`src/rtl/soc_event_pkg.sv`:
```
// Shared defaults and types for the SoC event queue.
package soc_event_pkg;

    localparam int unsigned NUM_EVENTS_DEFAULT = 128;
    localparam int unsigned FIFO_DEPTH_DEFAULT = 8;
    localparam int unsigned EVT_ID_WIDTH       = $clog2(NUM_EVENTS_DEFAULT);

    typedef logic [EVT_ID_WIDTH-1:0] event_id_t;

    // Lost-event counter saturates here instead of wrapping.
    localparam logic [15:0] DROP_CNT_MAX = 16'hFFFF;

endpackage

```
`src/rtl/fifo_v3.sv`:
```
// Synchronous FIFO with flush; optional fall-through when empty.
// usage reads 0 when full; combine with full_o for the true occupancy.
module fifo_v3 #(
    parameter bit          FALL_THROUGH = 1'b0,
    parameter int unsigned DATA_WIDTH   = 32,
    parameter int unsigned DEPTH        = 8,
    localparam int unsigned ADDR_DEPTH  = (DEPTH > 1) ? $clog2(DEPTH) : 1
) (
    input  logic                  clk_i,
    input  logic                  rst_ni,
    input  logic                  flush_i,
    output logic                  full_o,
    output logic                  empty_o,
    output logic [ADDR_DEPTH-1:0] usage_o,
    input  logic [DATA_WIDTH-1:0] data_i,
    input  logic                  push_i,
    output logic [DATA_WIDTH-1:0] data_o,
    input  logic                  pop_i
);

    logic [ADDR_DEPTH-1:0] rd_ptr, wr_ptr;
    logic [ADDR_DEPTH:0]   cnt;
    logic [DATA_WIDTH-1:0] mem [DEPTH];
    logic                  bypass, do_push, do_pop;

    // Status, read data and the push/pop qualifiers.
    always_comb begin
        full_o  = (cnt == (ADDR_DEPTH+1)'(DEPTH));
        empty_o = (cnt == '0) && !(FALL_THROUGH && push_i);
        usage_o = cnt[ADDR_DEPTH-1:0];
        bypass  = FALL_THROUGH && (cnt == '0) && push_i && pop_i;
        data_o  = (FALL_THROUGH && (cnt == '0)) ? data_i : mem[rd_ptr];
        do_push = push_i && !full_o && !bypass;
        do_pop  = pop_i && (cnt != '0) && !bypass;
    end

    // Pointer and occupancy bookkeeping; flush empties the queue.
    always_ff @(posedge clk_i or negedge rst_ni) begin
        if (!rst_ni) begin
            rd_ptr <= '0;
            wr_ptr <= '0;
            cnt    <= '0;
        end else if (flush_i) begin
            rd_ptr <= '0;
            wr_ptr <= '0;
            cnt    <= '0;
        end else begin
            if (do_push)
                wr_ptr <= (wr_ptr == ADDR_DEPTH'(DEPTH-1)) ? '0 : wr_ptr + ADDR_DEPTH'(1);
            if (do_pop)
                rd_ptr <= (rd_ptr == ADDR_DEPTH'(DEPTH-1)) ? '0 : rd_ptr + ADDR_DEPTH'(1);
            cnt <= cnt + (ADDR_DEPTH+1)'(do_push) - (ADDR_DEPTH+1)'(do_pop);
        end
    end

    // Storage is not reset; empty slots are never presented downstream.
    always_ff @(posedge clk_i) begin
        if (do_push && !flush_i) mem[wr_ptr] <= data_i;
    end

endmodule

```
`src/rtl/soc_event_rr_pick.sv`:
```
// Round-robin find-first: lowest pending index at or above rr_ptr,
// wrapping to the lowest pending index overall.
module soc_event_rr_pick #(
    parameter int unsigned NUM_EVENTS = 128,
    localparam int unsigned ID_WIDTH  = $clog2(NUM_EVENTS)
) (
    input  logic [NUM_EVENTS-1:0] pending,
    input  logic [ID_WIDTH-1:0]   rr_ptr,
    output logic                  gnt_valid,
    output logic [ID_WIDTH-1:0]   gnt_id
);

    logic [ID_WIDTH-1:0] id_any, id_hi;
    logic                found_hi;

    // Scan downward so the last hit written is the lowest index.
    always_comb begin
        id_any   = '0;
        id_hi    = '0;
        found_hi = 1'b0;
        for (int i = int'(NUM_EVENTS) - 1; i >= 0; i--) begin
            if (pending[i]) begin
                id_any = ID_WIDTH'(i);
                if (ID_WIDTH'(i) >= rr_ptr) begin
                    id_hi    = ID_WIDTH'(i);
                    found_hi = 1'b1;
                end
            end
        end
        gnt_valid = |pending;
        gnt_id    = found_hi ? id_hi : id_any;
    end

endmodule

```
`src/rtl/soc_event_queue.sv`:
```
// Latches event pulses into pending bits, drains them round-robin into an
// ID FIFO popped by the core, and counts events that re-fire while pending.
module soc_event_queue
    import soc_event_pkg::*;
#(
    parameter int unsigned NUM_EVENTS = NUM_EVENTS_DEFAULT,
    parameter int unsigned FIFO_DEPTH = FIFO_DEPTH_DEFAULT,
    localparam int unsigned ID_WIDTH  = $clog2(NUM_EVENTS),
    localparam int unsigned CNT_WIDTH = $clog2(FIFO_DEPTH) + 1
) (
    input  logic                  clk_i,
    input  logic                  rst_ni,
    input  logic                  clear_i,
    input  logic [NUM_EVENTS-1:0] events_i,
    output logic                  evt_valid_o,
    output logic [ID_WIDTH-1:0]   evt_id_o,
    input  logic                  evt_ready_i,
    output logic                  irq_o,
    output logic [CNT_WIDTH-1:0]  fifo_count_o,
    output logic [15:0]           drop_cnt_o,
    output logic                  overflow_o
);

    localparam int unsigned SUM_W = ((ID_WIDTH + 1 > 16) ? ID_WIDTH + 1 : 16) + 1;

    logic [NUM_EVENTS-1:0] pending, gnt_mask, lost;
    logic [ID_WIDTH-1:0]   rr_ptr, gnt_id, fifo_data;
    logic                  gnt_any, grant;
    logic                  fifo_full, fifo_empty;
    logic [CNT_WIDTH-2:0]  fifo_usage;
    logic [ID_WIDTH:0]     lost_cnt;
    logic [SUM_W-1:0]      drop_sum;
    logic [15:0]           drop_cnt, drop_next;
    logic                  overflow;

    soc_event_rr_pick #(.NUM_EVENTS(NUM_EVENTS)) u_pick (
        .pending   (pending),
        .rr_ptr    (rr_ptr),
        .gnt_valid (gnt_any),
        .gnt_id    (gnt_id)
    );

    // Grant only against the registered occupancy, so a same-cycle pop
    // never frees a slot for this cycle's push.
    always_comb begin
        grant    = gnt_any && !fifo_full;
        gnt_mask = grant ? (NUM_EVENTS'(1) << gnt_id) : '0;
        lost     = events_i & pending & ~gnt_mask;
        lost_cnt = '0;
        for (int i = 0; i < int'(NUM_EVENTS); i++)
            lost_cnt = lost_cnt + (ID_WIDTH+1)'(lost[i]);
        drop_sum  = SUM_W'(drop_cnt) + SUM_W'(lost_cnt);
        drop_next = (drop_sum > SUM_W'(DROP_CNT_MAX)) ? DROP_CNT_MAX : drop_sum[15:0];
    end

    // Pending bits, round-robin pointer and loss tracking; clear wins.
    always_ff @(posedge clk_i or negedge rst_ni) begin
        if (!rst_ni) begin
            pending  <= '0;
            rr_ptr   <= '0;
            drop_cnt <= '0;
            overflow <= 1'b0;
        end else if (clear_i) begin
            pending  <= '0;
            rr_ptr   <= '0;
            drop_cnt <= '0;
            overflow <= 1'b0;
        end else begin
            pending  <= (pending & ~gnt_mask) | events_i;
            if (grant) rr_ptr <= gnt_id + ID_WIDTH'(1);
            drop_cnt <= drop_next;
            if (|lost) overflow <= 1'b1;
        end
    end

    fifo_v3 #(
        .FALL_THROUGH (1'b0),
        .DATA_WIDTH   (ID_WIDTH),
        .DEPTH        (FIFO_DEPTH)
    ) u_fifo (
        .clk_i   (clk_i),
        .rst_ni  (rst_ni),
        .flush_i (clear_i),
        .full_o  (fifo_full),
        .empty_o (fifo_empty),
        .usage_o (fifo_usage),
        .data_i  (gnt_id),
        .push_i  (grant && !clear_i),
        .data_o  (fifo_data),
        .pop_i   (evt_valid_o && evt_ready_i && !clear_i)
    );

    // Output view of the FIFO head and status.
    always_comb begin
        evt_valid_o  = !fifo_empty;
        evt_id_o     = fifo_empty ? '0 : fifo_data;
        irq_o        = evt_valid_o;
        fifo_count_o = fifo_full ? CNT_WIDTH'(FIFO_DEPTH) : {1'b0, fifo_usage};
        drop_cnt_o   = drop_cnt;
        overflow_o   = overflow;
    end

endmodule

```
`config.mk`:
```
export PLATFORM = sky130hd
export DESIGN_NAME = soc_event_queue
export DESIGN_NICKNAME = d
export VERILOG_FILES = /design/src/rtl/soc_event_pkg.sv /design/src/rtl/fifo_v3.sv /design/src/rtl/soc_event_rr_pick.sv /design/src/rtl/soc_event_queue.sv
export SDC_FILE = /design/constraint.sdc
export NUM_CORES = 1
export LEC_CHECK = 0
export ABC_AREA = 1
export CORE_MARGIN = 2
export CORE_UTILIZATION = 40
export CTS_CLUSTER_SIZE = 24
export DETAILED_ROUTE_END_ITERATION = 8
export SLEW_MARGIN = 20
export SYNTH_ARGS = -nofsm -noshare
export SYNTH_HDL_FRONTEND = slang
export SYNTH_SLANG_ARGS = --single-unit
```
`constraint.sdc`:
```
create_clock -name clk_i -period 30.9 [get_ports clk_i]
set_clock_uncertainty 0.05 [all_clocks]
set_input_delay 6.18 -clock clk_i [delete_from_list [all_inputs] [get_ports clk_i]]
set_output_delay 6.18 -clock clk_i [all_outputs]
set_load 0.02 [all_outputs]
```
==> Word level (Yosys, flattened, before mapping) <==
Memory sizes are Yosys's and may differ from the RTL's.
Cells that the tools add are included.
{ "op_classes": {"bitwise": 5, "mux": 660, "shifts": 1, "eq_ne": 3, "order_cmp": 129, "addsub": 133, "reduce_logical": 18} }
{ "op_table": {"columns": ["operator", "count"], "rows": [
  ["$mux W7", 388],
  ["$add A8 B1 Y8", 120],
  ["$ge A7 B7 Y1 const A", 64],
  ["$and A128 B128 Y128", 3],
  ["$mux W1", 260],
  ["$mux W128", 2],
  ["$reduce_or A128 Y1", 2],
  ["$ge A6 B7 Y1 const A", 32],
  ["$not A128 Y128", 1],
  ["$or A128 B128 Y128", 1],
  ["$shl A1 B7 Y128 const A", 1],
  ["$ge A5 B7 Y1 const A", 16],
  ["$ge A4 B7 Y1 const A", 8],
  ["$mux W16", 2],
  ["$ge A3 B7 Y1 const A", 4],
  ["$mux W3", 6],
  ["$add A16 B8 Y17", 1],
  ["$gt A17 B16 Y1 const B", 1],
  ["$ge A1 B7 Y1 const A", 2],
  ["$ge A2 B7 Y1 const A", 2],
  ["$add A7 B1 Y8", 1],
  ["$mux W4", 2],
  ["$reduce_bool A2 Y1", 4],
  ["$add A6 B1 Y7", 1],
  ["other kinds (15)", 25]
]} }
{ "word_totals": {"mem_bits_rw": 56, "word_cells": 957, "output_inout_bits": 30, "inputBits": 132, "n_memories": 1, "ff_bits": 162} }
{ "memory_table": {"columns": ["name", "words", "width", "read_ports", "rd_ports_with_merged_regs", "write_ports", "line_no", "text"], "rows": [
  ["u_fifo.mem", 8, 7, 1, 0, 1, "fifo_v3.sv:23", "logic [DATA_WIDTH-1:0] mem [DEPTH];"]
]} }

==> Depth between registers and ports, before layout <==
{ "logic_depth": {"word_depth": 393, "depth_mapped": 179} }

==> Modules after synthesis <==
Synthesis repeated with hierarchy kept, for this count alone.
{ "hier_totals": {"hier_cells": 3019, "area_unflattened_um2": 20120.5} }
{ "by_module_without_submodules": {"columns": ["mod", "area_each_um2", "n_inst", "seq_area_each_um2", "cells_each"], "rows": [
  ["soc_event_queue", 12051.6, 1, 3803.6, 1528],
  ["soc_event_rr_pick", 4909.7, 1, 0.0, 1158],
  ["fifo_v3", 3159.3, 1, 1931.9, 333]
]} }

==> Worst setup path before layout <==
OpenSTA, ideal clock, no wires.
{ "synth_path": {"path_kind": "reg-to-reg", "from": "reg rr_ptr[5]", "to": "reg drop_cnt[13], in the netlist drop_cnt_o[13]", "required_time_ns": 30.786, "arrival_ns": 15.243, "n_path_buf": 1, "stages_incl_launch_ff": 174, "setup_ns": 0.064, "slack_ns": 15.542, "cell_sequence": "dfrtp_1 -> buf_2 -> nand2_4 -> nor2_8 -> nand2_1 -> nand2_2 -> nand2_1 -> nand2_1 -> nand2_1 -> nand2_1 -> nand2_1 -> nand2_1 -> nand2_1 -> nand2_1 -> nand2_1 -> nand2_1 -> nand2_1 -> nand2_1 -> (+138 left out) -> fa_1 -> nor2_1 -> o21ai_0 -> nand2_1 -> a21oi_1 -> o21ai_0 -> a21oi_1 -> o21bai_1 -> a21oi_1 -> o21bai_1 -> nand2_1 -> a21oi_1 -> nand2_1 -> nor2_1 -> clkinv_1 -> o21ai_0 -> o21ai_0 -> inv_1"} }
{ "synth_via": {"elab_chain_len": 393, "elab_cells_between_ends": 776} }
{ "synth_rtl": {"columns": ["element", "line_no", "text"], "rows": [
  ["start: declaration", "soc_event_queue.sv:27", "logic [ID_WIDTH-1:0] rr_ptr, gnt_id, fifo_data;"],
  ["start signal: assignment", "soc_event_queue.sv:70", "if (grant) rr_ptr <= gnt_id + ID_WIDTH'(1);"],
  ["$ge A7 B7 Y1", "soc_event_rr_pick.sv:24", "if (ID_WIDTH'(i) >= rr_ptr) begin"],
  ["$mux W7 / $mux W1 (equally long branches)", "soc_event_rr_pick.sv:24", null],
  ["$mux W7 / $mux W1 (equally long branches)", "soc_event_rr_pick.sv:22", "if (pending[i]) begin"],
  ["$mux W7 / $mux W1 (equally long branches)", "soc_event_rr_pick.sv:24", null],
  ["$mux W7 / $mux W1 (equally long branches)", "soc_event_rr_pick.sv:22", null],
  ["$mux W7 / $mux W1 (equally long branches)", "soc_event_rr_pick.sv:24", null],
  ["$mux W7 / $mux W1 (equally long branches)", "soc_event_rr_pick.sv:22", null],
  ["$mux W7 / $mux W1 (equally long branches)", "soc_event_rr_pick.sv:24", null],
  ["(+250 left out)", null, null],
  ["net gnt_id[0]", "soc_event_queue.sv:27", null],
  ["(+9 left out)", null, null],
  ["$add A6 B1 Y7", "soc_event_queue.sv:51", "lost_cnt = lost_cnt + (ID_WIDTH+1)'(lost[i]);"],
  ["$add A7 B1 Y8", "soc_event_queue.sv:51", null],
  ["$add A8 B1 Y8 (119 in a row)", "soc_event_queue.sv:51", null],
  ["$add A8 B1 Y8 (*)", "soc_event_queue.sv:51", null],
  ["$add A16 B8 Y17 (*)", "soc_event_queue.sv:52", "drop_sum = SUM_W'(drop_cnt) + SUM_W'(lost_cnt);"],
  ["$gt A17 B16 Y1", "soc_event_queue.sv:53", "drop_next = (drop_sum > SUM_W'(DROP_CNT_MAX)) ? DROP_CNT_MAX : drop_sum[15:0];"],
  ["$mux W16 (*)", "soc_event_queue.sv:53", null],
  ["$mux W16 (*)", "soc_event_queue.sv:63", "end else if (clear_i) begin"],
  ["end signal: assignment", "soc_event_queue.sv:71", "drop_cnt <= drop_next;"],
  ["end: declaration", "soc_event_queue.sv:33", "logic [15:0] drop_cnt, drop_next;"]
]} }
The timed path passes the listed nets; every way through them passes the cells marked *.
A chain may end at the register's enable or synchronous reset.

==> Worst setup path after layout <==
{ "layout_path": {"from": "reg rr_ptr[3]", "to": "reg drop_cnt[13], in the netlist drop_cnt_o[13]"} }
Same word-level chain as after synthesis.

==> impl_results.md <==
- CTS H-Tree Depth: 1
- Clk pin slew, worst setup/hold paths: 0.07 ns
- Startpoint Class: register
- Num rows: 79
- Share of layout cells above drive strength 1: 0.0310
- Arrival @ worst endpoint: 18.69 ns
- Clk sink count: 218
- Hold Vio Cnt, Final: 0
- Share of the synthesized area in the top cell type: 0.214
- Tcrit/Tclk final: 0.590
- Post-synth EDFFs: 56
- Area Overhead vs Synth: 16.9%
- Final net count: 3194
- Die height: 222 µm
- Max-Cap Viols: 0
- Final setup viols: 0
- Syn Area/Cell: 6.92 µm²
- Cell mode on critical path: nand2_1
- Fillers: 4849
- Area contributors post-synth: dfrtp_1 (21%), nand2_1 (13%), fa_1 (13%), inv_1 (10%), edfxtp_1 (8.9%)
- Worst min-delay path category: register to register
- Via density per instance: 5.53
- Slew Limit Fails: 0
- Largest net degree at the start of global routing: 70
- Synthesized flop and latch total: 218
- Die Width: 222 µm
- Port-buffer cells: 161
- Ant. Diodes: 0
- Sequential fraction of the synthesis area: 0.302
- Cell Area, Synth: 0.0190 mm²
- Die footprint: 0.0492 mm²
- Total leakage power: 11.1 nW
- Failing checks: design-rule violations
- First-pass GRT wire length: 124 mm
- CTS Buf Count: 28
- CTS root buffer: clkbuf_16
- Most frequent cells in the layout: nand2_1 (645), inv_1 (506), nor2_1 (443)
- Worst VDD drop: 0.000348 V
- Final Wtd Congestion: 1.03
- Most common cell after layout, fill and taps aside: nand2_1
- Post-Route Setup TNS: 0 ns
- I/O pin cnt: 162
- Initial antenna violation count: 0
- Synth cell types: 43
- Worst Path Required: 31.37 ns
- Min Tclk post-route: 18.22 ns
- Non-filler cells in the finished layout: 3511
- Critical path's largest stage delay: 0.78 ns
- Result of the run: finished with violations
- Post-DP HPWL: 71.9 mm
- Main synth FF type: dfrtp_1
- Worst path slowest cell: dfrtp_1
- Power Density: 132 mW/mm²
- Total power: 0.00292 W
- Core Box Area: 0.0467 mm²
- Largest area contributor in the synthesized netlist: dfrtp_1
- Critical path class: register to register
- # resized after CTS: 0
- Vias in the first global route: 18749
- Post-synth net total: 3052
- Routed wire length: 85.6 mm
- Vias: 19426
- Tightest Pin Transition: 0.937 ns
- CP max FO: 16
- CP Capture Type: register
- Remaining DRCs: 1
- Drt pass-1 iters: 8
- Rel. slew slack: 0.376
- DR WL/cell: 24.4 µm
- Max clock buf depth: 3
- Total grt overflow: 0
- Total track usage: 0.347
- DP Cell Count: 3459
- Asr flop ratio synth: 0.743
- Cts hold-fix bufs: 0
- ANT nets after route: 0
- Initial Util: 0.406
- TritonCTS clock tree: built
- Synth Instances: 2740
- FMAX: 54.9 MHz
- RSZ-0062 raised after global routing: no
- Post-CTS setup buffers: 0
- Worst-Skew Late Latency: 0.58 ns
- Yosys warns: 0
- First DRT Iteration DRCs: 1921
power by group:
part	internal [W]	switching [W]	total, W
sequential	0.000358	0.0000448	0.000402
combinational	0.000912	0.00125	0.00217
clock	0.000210	0.000144	0.000354
total	0.00148	0.00144	0.00292
path summary, 6_finish.rpt:
check | start | to | slack, ns | cells past startpoint
worst max-delay path | rr_ptr[3] | drop_cnt_o[13] | 12.68 | 167
worst max register to register | rr_ptr[3] | drop_cnt_o[13] | 12.68 | 167
worst min-delay path | pending[6] | pending[6] | 0.54 | 2
worst min register to register | pending[6] | pending[6] | 0.54 | 2
min in group asynchronous | rst_ni | pending[116] | 5.58 | 1
max in group asynchronous | rst_ni | pending[3] | 23.73 | 2
cells in the mapped netlist, types with 2 or more instances:
cell type,n
buf_2,7
a21oi_1,162
nor4b_1,2
nor2_1,445
buf_1,2
a31oi_1,23
o31ai_1,4
a21boi_0,3
o22ai_1,10
a311oi_1,4
nor2_8,2
or2_2,4
nor2_2,3
fa_1,119
o2111ai_1,3
nand3_1,129
o311ai_0,4
ha_1,61
nor3_1,43
nand2_2,6
nand2_4,5
clkbuf_1,48
inv_1,506
dfrtp_1,162
edfxtp_1,56
inv_2,3
clkinv_1,5
buf_4,6
nand2_1,645
xor2_1,7
nor4_1,35
a211oi_1,7
nand4_1,28
o21ai_0,150
o21bai_1,6
o211ai_1,25
xnor2_1,4
through the flow:
step           hold WS (ns)   util  setup WS [ns]  area, µm²
6_report              0.537  0.475          12.68      22200
5_1_grt               0.565  0.475          10.69      22200
4_1_cts               0.543  0.475          12.77      22200
3_5_place_dp          0.529  0.454          12.83      21200
3_3_place_gp          0.515  0.454          12.81      21200
2_1_floorplan         0.469      -          15.54      19000
cell type report:
type / instances / area, µm² / area share
Multi-Input combinational cell: 1945 / 11000 / 0.498
Sequential cell: 218 / 5740 / 0.259
Inverter: 514 / 1930 / 0.0870
Timing Repair Buffer: 175 / 1720 / 0.0774
Tap cell: 607 / 759 / 0.0343
Clock buffer: 32 / 757 / 0.0341
Clock inverter: 20 / 226 / 0.0102
kinds of logic (layout without fill, tap and decap cells):
kind of cell | count (synthesis) | count (layout) | synth area share
DFF | 218 | 218 | 0.302
adders and majority gates | 180 | 180 | 0.166
buffers and inverters | 577 | 741 | 0.116
and+or+nand+nor | 1348 | 1348 | 0.293
xor gates and xnor gates | 11 | 11 | 0.00508
AOI/OAI and AO/OA | 406 | 406 | 0.118
worst max-delay path, delay by kind of cell (launching register included):
| family | cells | cell delay [ns] |
|---|---|---|
| simple gates | 132 | 8.10 |
| fa+ha+maj | 13 | 5.92 |
| buf+inv | 11 | 1.64 |
| flops | 1 | 0.78 |
| compound gates | 11 | 1.74 |
sequential cells by signal (all words and copies together), names as in the netlist:
name	flops
drop_cnt_o	16
u_fifo.rd_ptr	3
u_fifo.cnt	4
u_fifo.mem	56
pending	128
u_fifo.wr_ptr	3
rr_ptr	7
overflow_o	1
per-layer routing:
metal	routed length, µm	GRT usage	vias to the layer above
met1	35700	0.469	9379
met4	5370	0.180	0
li1	-	-	8938
met2	38400	0.555	904
met5	0	0	-
met3	6180	0.0351	205
(Power assumes the default switching activity.)
